==> src/rtl/pc_fetch_gen.sv <==
// Fetch PC generator: issues sequential fetch requests, absorbs redirects that
// arrive while a request is outstanding into a one-entry buffer.
module pc_fetch_gen #(
  parameter int unsigned        ADDR_W    = 32,
  parameter logic [ADDR_W-1:0]  RESET_VEC = '0,
  parameter int unsigned        INC       = 4
) (
  input  logic              clk,
  input  logic              rst,
  input  logic              stall_i,
  input  logic              branch_valid_i,
  input  logic [ADDR_W-1:0] branch_pc_i,
  input  logic              trap_valid_i,
  input  logic [ADDR_W-1:0] trap_pc_i,
  input  logic              req_ready_i,
  output logic              req_valid_o,
  output logic [ADDR_W-1:0] pc_o,
  output logic [ADDR_W-1:0] next_pc_o,
  output logic              redirect_pending_o
);

  typedef enum logic [1:0] {BOOT = 2'd0, REQ = 2'd1, HOLD = 2'd2} state_t;

  state_t              state_reg, state_next;
  logic [ADDR_W-1:0]   pc_reg, pc_next;
  logic                buf_valid_reg, buf_valid_next;
  logic                buf_trap_reg, buf_trap_next;
  logic [ADDR_W-1:0]   buf_pc_reg, buf_pc_next;

  logic                fire;
  logic [ADDR_W-1:0]   pc_inc;
  logic [ADDR_W-1:0]   branch_aligned;
  logic [ADDR_W-1:0]   trap_aligned;
  logic                redir_valid;
  logic [ADDR_W-1:0]   redir_pc;

  assign fire           = req_valid_o & req_ready_i;
  assign pc_inc         = pc_reg + ADDR_W'(INC);
  assign branch_aligned = {branch_pc_i[ADDR_W-1:2], 2'b00};
  assign trap_aligned   = {trap_pc_i[ADDR_W-1:2], 2'b00};

  assign pc_o               = pc_reg;
  assign next_pc_o          = pc_inc;
  assign redirect_pending_o = buf_valid_reg;

  always_ff @(posedge clk) begin
    if (rst) state_reg <= BOOT;
    else     state_reg <= state_next;
  end

  always_comb begin
    state_next = state_reg;
    case (state_reg)
      BOOT:    state_next = stall_i ? HOLD : REQ;
      REQ:     if (fire) state_next = stall_i ? HOLD : REQ;
      HOLD:    state_next = stall_i ? HOLD : REQ;
      default: state_next = BOOT;
    endcase
  end

  always_comb begin
    req_valid_o = (state_reg == REQ);
  end

  // Incoming trap beats a buffered trap, which beats any branch.
  always_comb begin
    redir_valid = 1'b0;
    redir_pc    = '0;
    if (trap_valid_i) begin
      redir_valid = 1'b1;
      redir_pc    = trap_aligned;
    end else if (buf_valid_reg && buf_trap_reg) begin
      redir_valid = 1'b1;
      redir_pc    = buf_pc_reg;
    end else if (branch_valid_i) begin
      redir_valid = 1'b1;
      redir_pc    = branch_aligned;
    end else if (buf_valid_reg) begin
      redir_valid = 1'b1;
      redir_pc    = buf_pc_reg;
    end
  end

  always_comb begin
    pc_next        = pc_reg;
    buf_valid_next = buf_valid_reg;
    buf_trap_next  = buf_trap_reg;
    buf_pc_next    = buf_pc_reg;
    if (state_reg == REQ) begin
      if (fire) begin
        pc_next        = redir_valid ? redir_pc : pc_inc;
        buf_valid_next = 1'b0;
      end else if (trap_valid_i) begin
        buf_valid_next = 1'b1;
        buf_trap_next  = 1'b1;
        buf_pc_next    = trap_aligned;
      end else if (branch_valid_i && !(buf_valid_reg && buf_trap_reg)) begin
        buf_valid_next = 1'b1;
        buf_trap_next  = 1'b0;
        buf_pc_next    = branch_aligned;
      end
    end else begin
      // No request in flight: redirects (including a stale entry) land directly.
      if (redir_valid) pc_next = redir_pc;
      buf_valid_next = 1'b0;
    end
  end

  always_ff @(posedge clk) begin
    if (rst) begin
      pc_reg        <= RESET_VEC;
      buf_valid_reg <= 1'b0;
      buf_trap_reg  <= 1'b0;
      buf_pc_reg    <= '0;
    end else begin
      pc_reg        <= pc_next;
      buf_valid_reg <= buf_valid_next;
      buf_trap_reg  <= buf_trap_next;
      buf_pc_reg    <= buf_pc_next;
    end
  end

endmodule

==> config.mk <==
export PLATFORM = sky130hd
export DESIGN_NAME = pc_fetch_gen
export DESIGN_NICKNAME = d
export VERILOG_FILES = /design/src/rtl/pc_fetch_gen.sv
export SDC_FILE = /design/constraint.sdc
export NUM_CORES = 1
export LEC_CHECK = 0
export BUFFER_PORTS_ARGS = -buffer_cell sky130_fd_sc_hd__buf_4
export CORE_ASPECT_RATIO = 1.25
export CORE_MARGIN = 2
export CORE_UTILIZATION = 47
export CTS_CLUSTER_SIZE = 16
export DETAILED_ROUTE_END_ITERATION = 16
export PLACE_DENSITY = 0.78
export SYNTH_ARGS = -nofsm -noshare
export SYNTH_HDL_FRONTEND = slang
export SYNTH_SLANG_ARGS = --single-unit
==> constraint.sdc <==
create_clock -name clk -period 2.31 [get_ports clk]
set_clock_uncertainty 0.2 [all_clocks]
set_input_delay 0.1155 -clock clk [delete_from_list [all_inputs] [get_ports clk]]
set_output_delay 0.1155 -clock clk [all_outputs]
set_load 0.02 [all_outputs]
==> After elaboration in Yosys (flattened, before gate mapping) <==
Cells that the tools add are included.
Widths: inputs -> output; s select.
{ "totals": {"regBits": 68, "latchBits": 0, "ramBits": 0, "mem_bits_ro": 0, "inputBits": 70, "out_inout_bits": 66, "wordCells": 43, "memories": 0} }
{ "classes": {"n_addsub": 1, "mul": 0, "div": 0, "magnitude_cmp": 0, "eq_ne": 3, "shifts": 0, "muxes": 21, "bitwise": 3, "n_reduce_logical": 10} }
{ "ops": {"columns": ["cell", "n"], "rows": [
  ["$mux 32", 10],
  ["$add 32x3->32 const B", 1],
  ["$mux 1", 8],
  ["$mux 2", 2],
  ["$pmux 2 s2", 1],
  ["$reduce_bool 2->1", 2],
  ["$reduce_and 3->1", 1],
  ["$reduce_or 3->1", 1],
  ["$eq 2x1->1 const B", 1],
  ["$eq 2x2->1 const B", 1],
  ["$logic_and 1x1->1", 2],
  ["$logic_not 2->1", 1],
  ["$ne 2x1->1 const B", 1],
  ["$not 1->1", 2],
  ["$reduce_and 2->1", 1],
  ["$reduce_or 2->1", 1],
  ["$and 1x1->1", 1],
  ["$logic_not 1->1", 1]
]} }

==> Longest topological paths before layout <==
{ "depth": {"ltp_word": 7, "mapped_depth": 8, "ltp_nobuf": 6} }

==> Worst setup path after synthesis <==
No wires, ideal clock.
{ "synth_path": {"path_type": "reg2out", "startpoint": "register pc_reg[2], in the netlist pc_o[2]", "endpoint": "output next_pc_o[26]", "arrival_time_ps": 2018, "t_required_ps": 1994, "setup_slack_ps": -24, "path_stages_with_launch": 6, "n_path_buf": 0, "cell_sequence": "dfxtp_1 ha_1 nand3_1 or3_4 nor4_2 xnor2_1"} }
{ "synth_between": {"elab_chain_cells": 1} }
{ "synth_lines": {"columns": ["item", "line_no", "source"], "rows": [
  ["start: declaration", "25", "logic [ADDR_W-1:0] pc_reg, pc_next;"],
  ["start signal: assignment", "116", "pc_reg <= pc_next;"],
  ["$add 32x3->32", "38", "assign pc_inc = pc_reg + ADDR_W'(INC);"],
  ["end: declaration", "18", "output logic [ADDR_W-1:0] next_pc_o,"]
]} }
No other way between the ends.

==> Worst setup path after layout <==
{ "layout_path": {"startpoint": "register pc_reg[2], in the netlist pc_o[2]", "endpoint": "output next_pc_o[25]"} }
Same word-level chain as after synthesis.

==> impl_metrics.ini <==
[outcome]
status = finished, violations left
violations = setup timing

[timing]
min_period_ns = 2.32
setup_viol = 2
finalWorstSetupSlack_ns = -0.0145
hold_slack_ns = 0.0271
fin_tns_setup_ns = -0.0261
hold_viol_final = 0
fin_crit_sh_pct = 101
rsz0062_at_grt = yes
slew_viol_final = 0
max_freq_ghz = 0.430
worstMarginPinSlew_ns = 0.533
maxSlewHeadroom_pct = 64.1

[yosys]
ys_types = 65
ys_ff_latch = 64
avgSynthCellArea_um2 = 7.89
synthFlopType = dfxtp_1
yosys_warnings = 0
synthArstFlopShare_pct = 0
syn_area_um2 = 4280
syn_inst = 543
seq_area_frac_synth_pct = 29.9
synth_enable_flop_cells = 0

[detailed_routing]
num_vias = 5286
viasPerCell = 5.96
drc = 0
dr.pass1.iters = 5
drt_iter0_drc = 430
wl_per_cell_um = 19.1
postRouteAntennaNets = 0
routed_wl_mm = 17.0

[clocking]
clock-sinks = 64
cts_inserted_buffers = 9
cts_tree = done
cts_max_level = 3
clk_path_buf_depth = 2
root_buffer = clkbuf_8
clk_transition_reported_paths_ns = 0.08
clock_latency_ns = 0.36

[placed_design]
portBuffers = 127
placed_cell_area_um2 = 5540
dp_hpwl_mm = 10.7
routabilityCongestion = 0.937

[global_route]
antenna_found_initial = 0
grt_pass1_wl_mm = 26.1
overflow = 0
grt_max_degree = 75
gr-usage-all-layers_pct = 33.8
grt_pass1_vias = 5315

[floorplanning]
core_area_um2 = 8750
ios = 136
die_w_um = 89.4
die-area_um2 = 9900
rows = 38
start_util_pct = 49.0
die_h_um = 111

[pwr]
switching_share_pct = 32.8
pwr-share-seq_pct = 36.7
p_clk_share_pct = 32.1
p_int_mw = 2.31
p_leak_nw = 2.88
p_comb_share_pct = 31.2
peakVddDrop_uv = 374
power.switching_mw = 1.13
finalPower_mw = 3.44
p_per_area_nw_per_um2 = 510

[setup_path]
worstPathArrival_ns = 2.01
critical_path_peak_fanout = 8
cp_cell_sequence = buf_6 -> nand4_4 -> or3_4 -> nor4_4 -> xor2_1 -> buf_4
ff2ff_setup_slack_ns = 0.19
start_kind = flop
critical_path_class = flop to output port
slowest_stage = or3_4
end_kind = output port
critPathRequiredTime_ns = 1.99
critPathMaxStageDelay_ns = 0.43
worstRegToRegCells = 9

[final_layout]
final_core_util_pct = 77.0
fillers = 595
seqCellArea_um2 = 1320
fin_area_um2 = 6740
final_common_cell = buf_4
diodes = 0
final_cell_mix = buf_4, dlygate4sd3_1, nand2_1
drive_above_1_share_pct = 33.6
multi_input_area_um2 = 2870
area_growth_pct = 57.3
nets = 833

[job]
max_cap_viol_count = 0

[hold_path]
hp-class = input port to flop
hold_depth = 3
[what timing repair did]
item	4_1_cts	5_1_grt
pin swaps	13	12
cloned	0	0
buffers inserted	9	10
hold buffers	64	0
gates resized for setup	23	28
endpoints found under the setup margin	15	37
endpoints found under the hold margin	50	0
[cell families after synthesis]
| group | synth area share (%) |
|---|---|
| AOI/OAI and AO/OA | 25.9 |
| xor gates and xnor gates | 5.73 |
| adders and majority gates | 0.292 |
| buffers and inverters | 7.04 |
| DFF | 29.9 |
| muxes | 6.60 |
| other | 0.0876 |
| and+or+nand+nor | 24.4 |
[per-layer routing]
layer  track usage, %  part of all wire [%]
met2             57.1                    52
met3             5.36                   6.9
met4             20.4                   5.6
met1             38.5                    35
met5                0                     0
[Yosys cell counts, drive strengths merged, types with 16 or more instances]
master,number,area (um2)
clkbuf,26,98.8
mux2i,26,260
a311oi,17,149
dfxtp,64,1280
nand2b,19,119
nor3,16,85.1
a211oi,17,128
o21ai,25,125
a21oi,31,155
nor2,45,169
buf,20,116
nand2,61,229
inv,23,86.3
xnor2,23,201
[power groups by stage]
stage               clock (mW)  sequential, mW  combinational [mW]
floorplan                    0            1.33               0.449
global placement             0            1.28               0.901
detailed placement           0            1.28               0.916
CTS                       1.11            1.25                1.03
global route              1.15            1.27                1.14
finish                    1.10            1.26                1.07
[path summary, 6_finish.rpt]
| kind | end | from |
|---|---|---|
| worst max-delay path | next_pc_o[25] | pc_o[2]$_SDFFE_PP0P_ |
| worst min-delay path | pc_o[17]$_SDFFE_PP0P_ | trap_pc_i[17] |
| worst max register to register | pc_o[30]$_SDFFE_PP0P_ | pc_o[19]$_SDFFE_PP0P_ |
| worst min register to register | buf_pc_reg[27]$_SDFFE_PP0P_ | buf_pc_reg[27]$_SDFFE_PP0P_ |
[area by class of cell]
cell class,count,area share [%]
clock buffer,10,2.04
clock inverter,6,1.23
inverter,23,1.28
multi-input combinational,413,42.6
sequential,64,19.5
tap,120,2.23
timing repair buffer,251,31.1
[per-stage QoR]
step                setup slack (ns)  cells
finish                       -0.0145    887
CTS                          -0.0145    877
floorplan                    0.00712    546
global placement               0.161    788
global route                 -0.0797    887
detailed placement            0.0837    788
[critical path, delay by kind of cell (launching register included)]
kind,cells,cell delay (ns)
AND/OR/NAND/NOR,3,0.78
buffers and inverters,2,0.30
flip-flops,1,0.37
XOR/XNOR,1,0.20
Power figures use the tool's default switching activity.
